--- src/rtl/event_encoder_16_to_4_pkg.sv ---
// rtl/event_encoder_16_to_4_pkg.sv - shared constants, types and FSM encoding for the event encoder
package decoder_pkg;

    localparam int N_LINES = 16;
    localparam int CODE_W  = 4;

    typedef logic [CODE_W-1:0]  code_t;
    typedef logic [N_LINES-1:0] lines_t;

    typedef enum logic {
        IDLE = 1'b0,
        HOLD = 1'b1
    } enc_state_t;

    // One-hot line vector for a code; used both to clear a selected line and to test the presented one
    function automatic lines_t onehot(input code_t c);
        return lines_t'(1) << c;
    endfunction

endpackage

--- src/rtl/event_encoder_16_to_4_if.sv ---
// rtl/event_encoder_16_to_4_if.sv - request/handshake/status bundle between event sources, encoder and consumer
interface event_encoder_16_to_4_if;
    import decoder_pkg::*;

    logic   ena;
    lines_t req;
    logic   out_valid;
    logic   out_ready;
    code_t  out_code;
    lines_t pending;
    logic   merged;

    modport master (
        output ena,
        output req,
        output out_ready,
        input  out_valid,
        input  out_code,
        input  pending,
        input  merged
    );

    modport slave (
        input  ena,
        input  req,
        input  out_ready,
        output out_valid,
        output out_code,
        output pending,
        output merged
    );

endinterface

--- src/rtl/event_encoder_16_to_4_prio.sv ---
// rtl/event_encoder_16_to_4_prio.sv - combinational lowest-set-index priority encoder
module priority_encoder_16_to_4
    import decoder_pkg::*;
(
    input  lines_t lines,
    output code_t  code,
    output logic   any
);

    // Scan from the top down so the lowest set index is the last to write and wins
    always_comb begin
        code = '0;
        for (int i = N_LINES - 1; i >= 0; i--) begin
            if (lines[i]) begin
                code = code_t'(i);
            end
        end
    end

    assign any = |lines;

endmodule

--- src/rtl/event_encoder_16_to_4.sv ---
// rtl/event_encoder_16_to_4.sv - sticky event capture with one-code-per-event valid/ready output
module event_encoder_16_to_4
    import decoder_pkg::*;
(
    input  logic                    clk,
    input  logic                    rst,
    event_encoder_16_to_4_if.slave  bus
);

    enc_state_t state_q;
    enc_state_t state_d;
    lines_t     pending_q;
    code_t      code_q;
    logic       merged_q;

    lines_t     set;
    lines_t     clr;
    lines_t     presented;
    code_t      sel_code;
    logic       any;
    logic       accept;
    logic       load;
    logic       merged_d;

    priority_encoder_16_to_4 u_prio (
        .lines (pending_q),
        .code  (sel_code),
        .any   (any)
    );

    assign set    = bus.req & {N_LINES{bus.ena}};
    assign accept = (state_q == HOLD) && bus.out_ready;

    // A presented code only absorbs a new event while it is still waiting to be taken
    assign presented = ((state_q == HOLD) && !bus.out_ready) ? onehot(code_q) : '0;
    assign merged_d  = |(set & (pending_q | presented));

    // State register
    always_ff @(posedge clk or posedge rst) begin
        if (rst) begin
            state_q <= IDLE;
        end else begin
            state_q <= state_d;
        end
    end

    // Next state: stay in HOLD while there is more to present after an accept
    always_comb begin
        state_d = state_q;
        case (state_q)
            IDLE: if (any) state_d = HOLD;
            HOLD: if (accept && !any) state_d = IDLE;
            default: state_d = IDLE;
        endcase
    end

    // Output decode: when to load a new code and which pending line it consumes
    always_comb begin
        load = 1'b0;
        case (state_q)
            IDLE: load = any;
            HOLD: load = accept && any;
            default: load = 1'b0;
        endcase
        clr = load ? onehot(sel_code) : '0;
    end

    // Pending vector, output code and merge pulse; set is applied after clear so a fresh event re-pends
    always_ff @(posedge clk or posedge rst) begin
        if (rst) begin
            pending_q <= '0;
            code_q    <= '0;
            merged_q  <= 1'b0;
        end else begin
            pending_q <= (pending_q & ~clr) | set;
            merged_q  <= merged_d;
            if (load) begin
                code_q <= sel_code;
            end
        end
    end

    assign bus.out_valid = (state_q == HOLD);
    assign bus.out_code  = code_q;
    assign bus.pending   = pending_q;
    assign bus.merged    = merged_q;

endmodule
--- src/flat_wrapper.sv ---
// flat-port wrapper written by rule: the top's interface ports become plain ports
module event_encoder_16_to_4_flat import decoder_pkg::*;
  (clk, rst, bus_ena, bus_req, bus_out_ready, bus_out_valid, bus_out_code, bus_pending, bus_merged);
  event_encoder_16_to_4_if bus_i ();
  input  logic clk;
  input  logic rst;
  input wire logic [$bits(bus_i.ena)-1:0] bus_ena;
  input wire logic [$bits(bus_i.req)-1:0] bus_req;
  input wire logic [$bits(bus_i.out_ready)-1:0] bus_out_ready;
  output wire logic [$bits(bus_i.out_valid)-1:0] bus_out_valid;
  output wire logic [$bits(bus_i.out_code)-1:0] bus_out_code;
  output wire logic [$bits(bus_i.pending)-1:0] bus_pending;
  output wire logic [$bits(bus_i.merged)-1:0] bus_merged;
  assign bus_i.ena = bus_ena;
  assign bus_i.req = bus_req;
  assign bus_i.out_ready = bus_out_ready;
  assign bus_out_valid = bus_i.out_valid;
  assign bus_out_code = bus_i.out_code;
  assign bus_pending = bus_i.pending;
  assign bus_merged = bus_i.merged;
  event_encoder_16_to_4 u_core (.clk(clk), .rst(rst), .bus(bus_i));
endmodule
--- config.mk ---
export PLATFORM = sky130hd
export DESIGN_NAME = event_encoder_16_to_4_flat
export DESIGN_NICKNAME = d
export VERILOG_FILES = /design/src/rtl/event_encoder_16_to_4_pkg.sv /design/src/rtl/event_encoder_16_to_4_if.sv /design/src/rtl/event_encoder_16_to_4_prio.sv /design/src/rtl/event_encoder_16_to_4.sv /design/src/flat_wrapper.sv
export SDC_FILE = /design/constraint.sdc
export NUM_CORES = 1
export LEC_CHECK = 0
export BUFFER_PORTS_ARGS = -buffer_cell sky130_fd_sc_hd__buf_4
export CAP_MARGIN = 20
export CORE_MARGIN = 1
export CORE_UTILIZATION = 24
export DETAILED_ROUTE_END_ITERATION = 12
export GPL_TIMING_DRIVEN = 0
export PLACE_DENSITY_LB_ADDON = 0.25
export SYNTH_ARGS = -nofsm -noshare
export SYNTH_HDL_FRONTEND = slang
export SYNTH_HIERARCHICAL = 1
export SYNTH_SLANG_ARGS = --single-unit
export TNS_END_PERCENT = 10
--- constraint.sdc ---
create_clock -name clk -period 2.7 [get_ports clk]
set_clock_uncertainty 0.2 [all_clocks]
set_input_delay 0.135 -clock clk [delete_from_list [all_inputs] [get_ports clk]]
set_output_delay 0.135 -clock clk [all_outputs]
set_load 0.1 [all_outputs]
; ---- Word level (Yosys, flattened, before mapping)
; Index checks and enable logic that the tools add are counted.
[totals]
register_bits = 22
input_bits = 20
elab_cells = 43
output_inout_bits = 22
[op_classes]
n_mux = 22
n_reduce_logical = 8
shift = 2
bitwise_logic = 7
[ops]
columns = cell, n
row1 = two-way mux 4 bit, 16
row2 = bitwise AND 16 bit, 3
row3 = two-way mux 16 bit, 2
row4 = bitwise OR 16 bit, 2
row5 = OR reduction 16 bit, 2
row6 = "left shift 1 x 4 -> 16 bit, first input constant", 2
row7 = NOT 16 bit, 1
row8 = logical AND 1 bit, 4
row9 = one-hot mux 1 bit (2 select lines), 2
row10 = logical NOT 1 bit, 2
row11 = two-way mux 1 bit, 2
row12 = NOT 1 bit, 1

; ---- Logic depth before layout (Yosys ltp)
[depth]
depth_word = 21
ltp_mapped = 8
mapped_depth_nobuf = 8

; ---- Modules after synthesis
; Netlist, hierarchy kept.
[modules_own_cells]
columns = mod, seq_area_each_um2, instances, cells_each, area_per_inst_um2
row1 = event_encoder_16_to_4, 550.5, 1, 121, 1153.6
row2 = priority_encoder_16_to_4, 0.0, 1, 34, 176.4

; ---- Worst setup path after synthesis
; No wires, ideal clock.
[synth_path]
path_type = reg2reg
start = register u_core.pending_q[10] (netlist: u_core/bus.pending[10])
end = register u_core.pending_q[0] (netlist: u_core/bus.pending[0])
stages_incl_launch_ff = 8
t_arrival_ns = 2.200
setup_time_ns = 0.123
setup_slack_ns = 0.177
required_time_ns = 2.377
path_cell_list = dfrtp_1 > inv_1 > a21oi_1 > o311a_1 > o22ai_1 > or2_2 > nand2b_1 > a22o_1
[synth_between]
elab_chain_len = 16
word_cells_on_any_way = 19
cone_classes = shift: 1 / mux: 13 / bitwise: 3 / reduce/logical: 2
[synth_rtl]
columns = item, line_no
row1 = from (decl), event_encoder_16_to_4.sv:12  ; lines_t pending_q;
row2 = from (signal assigned), event_encoder_16_to_4.sv:75  ; pending_q <= (pending_q & ~clr) | set;
row3 = two-way mux 4 bit (11 in series), event_encoder_16_to_4_prio.sv:14  ; if (lines[i]) begin
row4 = named net u_core.sel_code[0], event_encoder_16_to_4.sv:19  ; code_t sel_code;
row5 = left shift 1 x 4 -> 16 bit, event_encoder_16_to_4_pkg.sv:17  ; return lines_t'(1) << c;
row6 = two-way mux 16 bit, event_encoder_16_to_4.sv:65  ; clr = load ? onehot(sel_code) : '0;
row7 = NOT 16 bit, event_encoder_16_to_4.sv:75
row8 = bitwise AND 16 bit, event_encoder_16_to_4.sv:75
row9 = bitwise OR 16 bit, event_encoder_16_to_4.sv:75
; The timed path passes the listed nets, and every way through them passes these cells.
; A chain may end at the register's enable or synchronous reset.

; ---- Final worst setup path
[layout_path]
start = register u_core.pending_q[14] (netlist: u_core/bus.pending[14])
end = register u_core.pending_q[3] (netlist: u_core/bus.pending[3])
[layout_between]
elab_chain_len = 20
word_cells_on_any_way = 23
cone_classes = shift: 1 / mux: 17 / bitwise: 3 / reduce/logical: 2
[layout_rtl]
columns = item, line_no
row1 = two-way mux 4 bit (15 in series), event_encoder_16_to_4_prio.sv:14
row2 = named net u_core.sel_code[2], event_encoder_16_to_4.sv:19
row3 = left shift 1 x 4 -> 16 bit, event_encoder_16_to_4_pkg.sv:17
row4 = two-way mux 16 bit, event_encoder_16_to_4.sv:65
row5 = NOT 16 bit, event_encoder_16_to_4.sv:75
row6 = bitwise AND 16 bit, event_encoder_16_to_4.sv:75
row7 = bitwise OR 16 bit, event_encoder_16_to_4.sv:75
; The timed path passes the listed nets, and every way through them passes these cells.

==> flow_summary_export.csv <==
group,metric,value,unit
drt,vias,1460,
finish,design_area,0.00195,sq mm
finish,antennaDiodeCount,0,
finish,syn2layout_area_growth,46.6,%
critical_path,cp_top_family,"simple AND/OR/NAND/NOR gates",
worst_hold_path,hp-start,"bus_ena",
drt,drtIter0Drc,138,
clocking,numCtsBuffers,3,
sta,finalCritPeriodShare,87.0,%
yosys,ys_async_sr_fraction,100,%
grt,antenna_found_initial,0,
worst_hold_path,holdPathStages,2,
flow_run,cap_violations,0,
clocking,root_buffer,"clkbuf_8",
grt,grt_start_max_net_pins,23,
critical_path,rr_startpoint,"u_core/bus.pending[14]",
sta,fmax,0.426,GHz
sta,period_minus_slack,2.35,ns
yosys,synth_cell_types,35,
drt,dr.pass1.iters,4,
grt,grt_pass1_wl,7650,um
power,vdd_drop_max,522,uV
floorplan,die_area,0.00584,sq mm
floorplan,start_util,25.4,%
critical_path,arrival,2.30,ns
grt,grt_pass1_vias,1416,
grt,grt.overflow.total,0,
yosys,synth_area_per_cell,8.58,sq um
drt,drc_errors,0,
clocking,clock_path_buffers,2,
sta,setup-violations-final,0,
placement,dpl_cell_area,0.00172,sq mm
critical_path,r2r-end,"u_core/bus.pending[3]",
finish,drive_above_1_share,25.3,%
placement,pre_cts_ws,0.413,ns
power,power_leakage,0.762,nW
critical_path,path_max_fanout,6,
yosys,syn_nets,175,
yosys,synthCells,155,
clocking,postCtsSetupBuffers,0,
drt,wire_per_inst,15.9,um
clocking,cts_tree,"built",
drt,drt-vias-per-instance,5.09,
yosys,yosysSeqAreaShare,41.4,%
placement,place_hpwl,3430,um
sta,setup_ws,0.351,ns
power,p_per_area,666,mW/mm^2
critical_path,cp.required,2.65,ns
critical_path,cpPeakStageDelay,0.50,ns
worst_hold_path,whs_endpoint,"u_core/bus.merged",
sta,hold_slack,0.0119,ns
placement,io_buffers,40,
sta,rsz0062_at_grt,"false",
run_status,status,"finished clean",
critical_path,path_cells,"nor4_1, o21ai_0, and3_1, nor3_1, nand3_1, a22o_1",
yosys,synth_seq_cells,22,
grt,gr-usage-all-layers,16.5,%
critical_path,slowest_stage,"nor3_1",
floorplan,die_y,76.4,um
critical_path,r2r_cells,6,
clocking,insertion_delay,0.26,ns
yosys,synth_edf_count,0,
worst_hold_path,hold_class,"input port to register",
sta,worst_slew_margin_rel,41.8,%
drt,ant_nets,0,
floorplan,ios,42,
critical_path,cp_num_buf_inv,0,
critical_path,reg2reg_setup_slack,0.35,ns
critical_path,cp-end-kind,"register",
sta,hold_violations,0,
clocking,clock-sinks,22,
floorplan,std_cell_rows,26,
critical_path,crit_type,"register to register",
sta,tightest_slew,0.872,ns
sta,finalSetupTns,0,ns
yosys,yosys_warnings,6,
placement,place.gp.congestion,0.916,
floorplan,die_x,76.4,um
finish,final_nets,239,
drt,routed_wl,4570,um
yosys,synthFlopType,"dfrtp_1",
yosys,syn_area,0.00133,sq mm
critical_path,cp-start-kind,"register",
clocking,clk_pin_slew,0.08,ns
floorplan,core,0.00524,sq mm
clocking,cts_htree_levels,1,
sta,maxSlewViolCount,0,
[report_power, final]
group          internal [mW]  leakage, nW  switching, mW
registers              0.366        0.220         0.0484
clock network         0.0997       0.0216          0.108
logic                  0.199        0.521          0.477
[layout by cell type (no fill, tap or decap), types with 4 or more instances in the layout]
cell,synthesis,layout
inv_1,5,5
nand2b_1,7,7
a21oi_1,4,4
a221oi_1,4,4
a22o_1,8,8
o21ai_0,14,14
nand3_1,4,4
buf_4,0,40
dlygate4sd3_1,0,19
mux2i_1,6,6
nor2_1,8,8
nand2_1,35,35
dfrtp_1,22,22
[Yosys cell counts (all sizes together) (3+ instances only)]
master	count	area, sq um
nand2	36	138
dfrtp	22	551
o21ai	14	70.1
nor2	9	36.3
a22o	8	70.1
nand2b	8	52.6
mux2i	6	60.1
inv	5	18.8
a21oi	4	20.0
a221oi	4	35.0
nand3	4	20.0
a31oi	3	18.8
buf	3	21.3
mux2	3	33.8
nor3	3	15.0
nor4	3	25.0
[routing by layer]
layer | global-route usage [%] | vias to the layer above | wire length [um]
met5 | 0 | - | 0
met3 | 3.35 | 4 | 302
met1 | 24.1 | 707 | 2270
li1 | - | 688 | -
met2 | 25.0 | 61 | 1960
met4 | 2.88 | 0 | 32
[through the flow]
| stage | power [mW] | util [%] | cells |
|---|---|---|---|
| after global placement | 1.07 | 32.8 | 265 |
| after floorplan | 0.892 | - | 155 |
| final | 1.30 | 37.2 | 287 |
| after CTS | 1.30 | 37.2 | 287 |
| after detailed placement | 1.07 | 32.8 | 265 |
| after global routing | 1.36 | 37.2 | 287 |
[worst reg2reg max path: cells and delay by family, from the launching register on]
family	cells	cell delay, ns
DFF	1	0.45
and+or+nand+nor	4	1.25
AOI/OAI and AO/OA	2	0.33
[repair_timing]
item,CTS,global route
hold buffers,19,0
setup endpoints to repair,0,0
endpoints found under the hold margin,38,0
resized for setup,0,0
[final cells by class]
cell class	instances	area (sq um)
tap	70	87.6
clock buffer	3	41.3
fill	575	3290
buffer	4	25.0
multi-input combinational	124	736
timing repair buffer	59	490
inverter	5	18.8
sequential	22	551
[sequential cells by signal, summed over array words and instances (netlist names)]
| register | flops |
|---|---|
| u_core/bus.pending | 16 |
| u_core/bus.out_valid | 1 |
| u_core/bus.out_code | 4 |
| u_core/bus.merged | 1 |
[cells by family (layout without fill, tap and decap cells)]
logic type      Yosys count  in the layout  share of synthesized area, %
simple gates             75             75                          27.9
mux                       9              9                          7.06
compound gates           40             40                          20.3
buf+inv                   9             71                          3.29
flops                    22             22                          41.4
[worst max path at each step]
stage / from / to / slack [ns] / cells after the start
finish: u_core/bus.pending[14] / u_core/bus.pending[3] / 0.35 / 6
global route: u_core/bus.pending[14] / u_core/bus.pending[3] / 0.15 / 6
CTS: u_core/bus.pending[14] / u_core/bus.pending[3] / 0.39 / 6
detailed placement: u_core/bus.pending[14] / u_core/bus.pending[3] / 0.41 / 6
global placement: u_core/bus.pending[14] / u_core/bus.pending[3] / 0.38 / 6
floorplan: u_core/bus.pending[10] / u_core/bus.pending[0] / 0.18 / 7
Note: power is estimated with default switching activity, not from simulation.
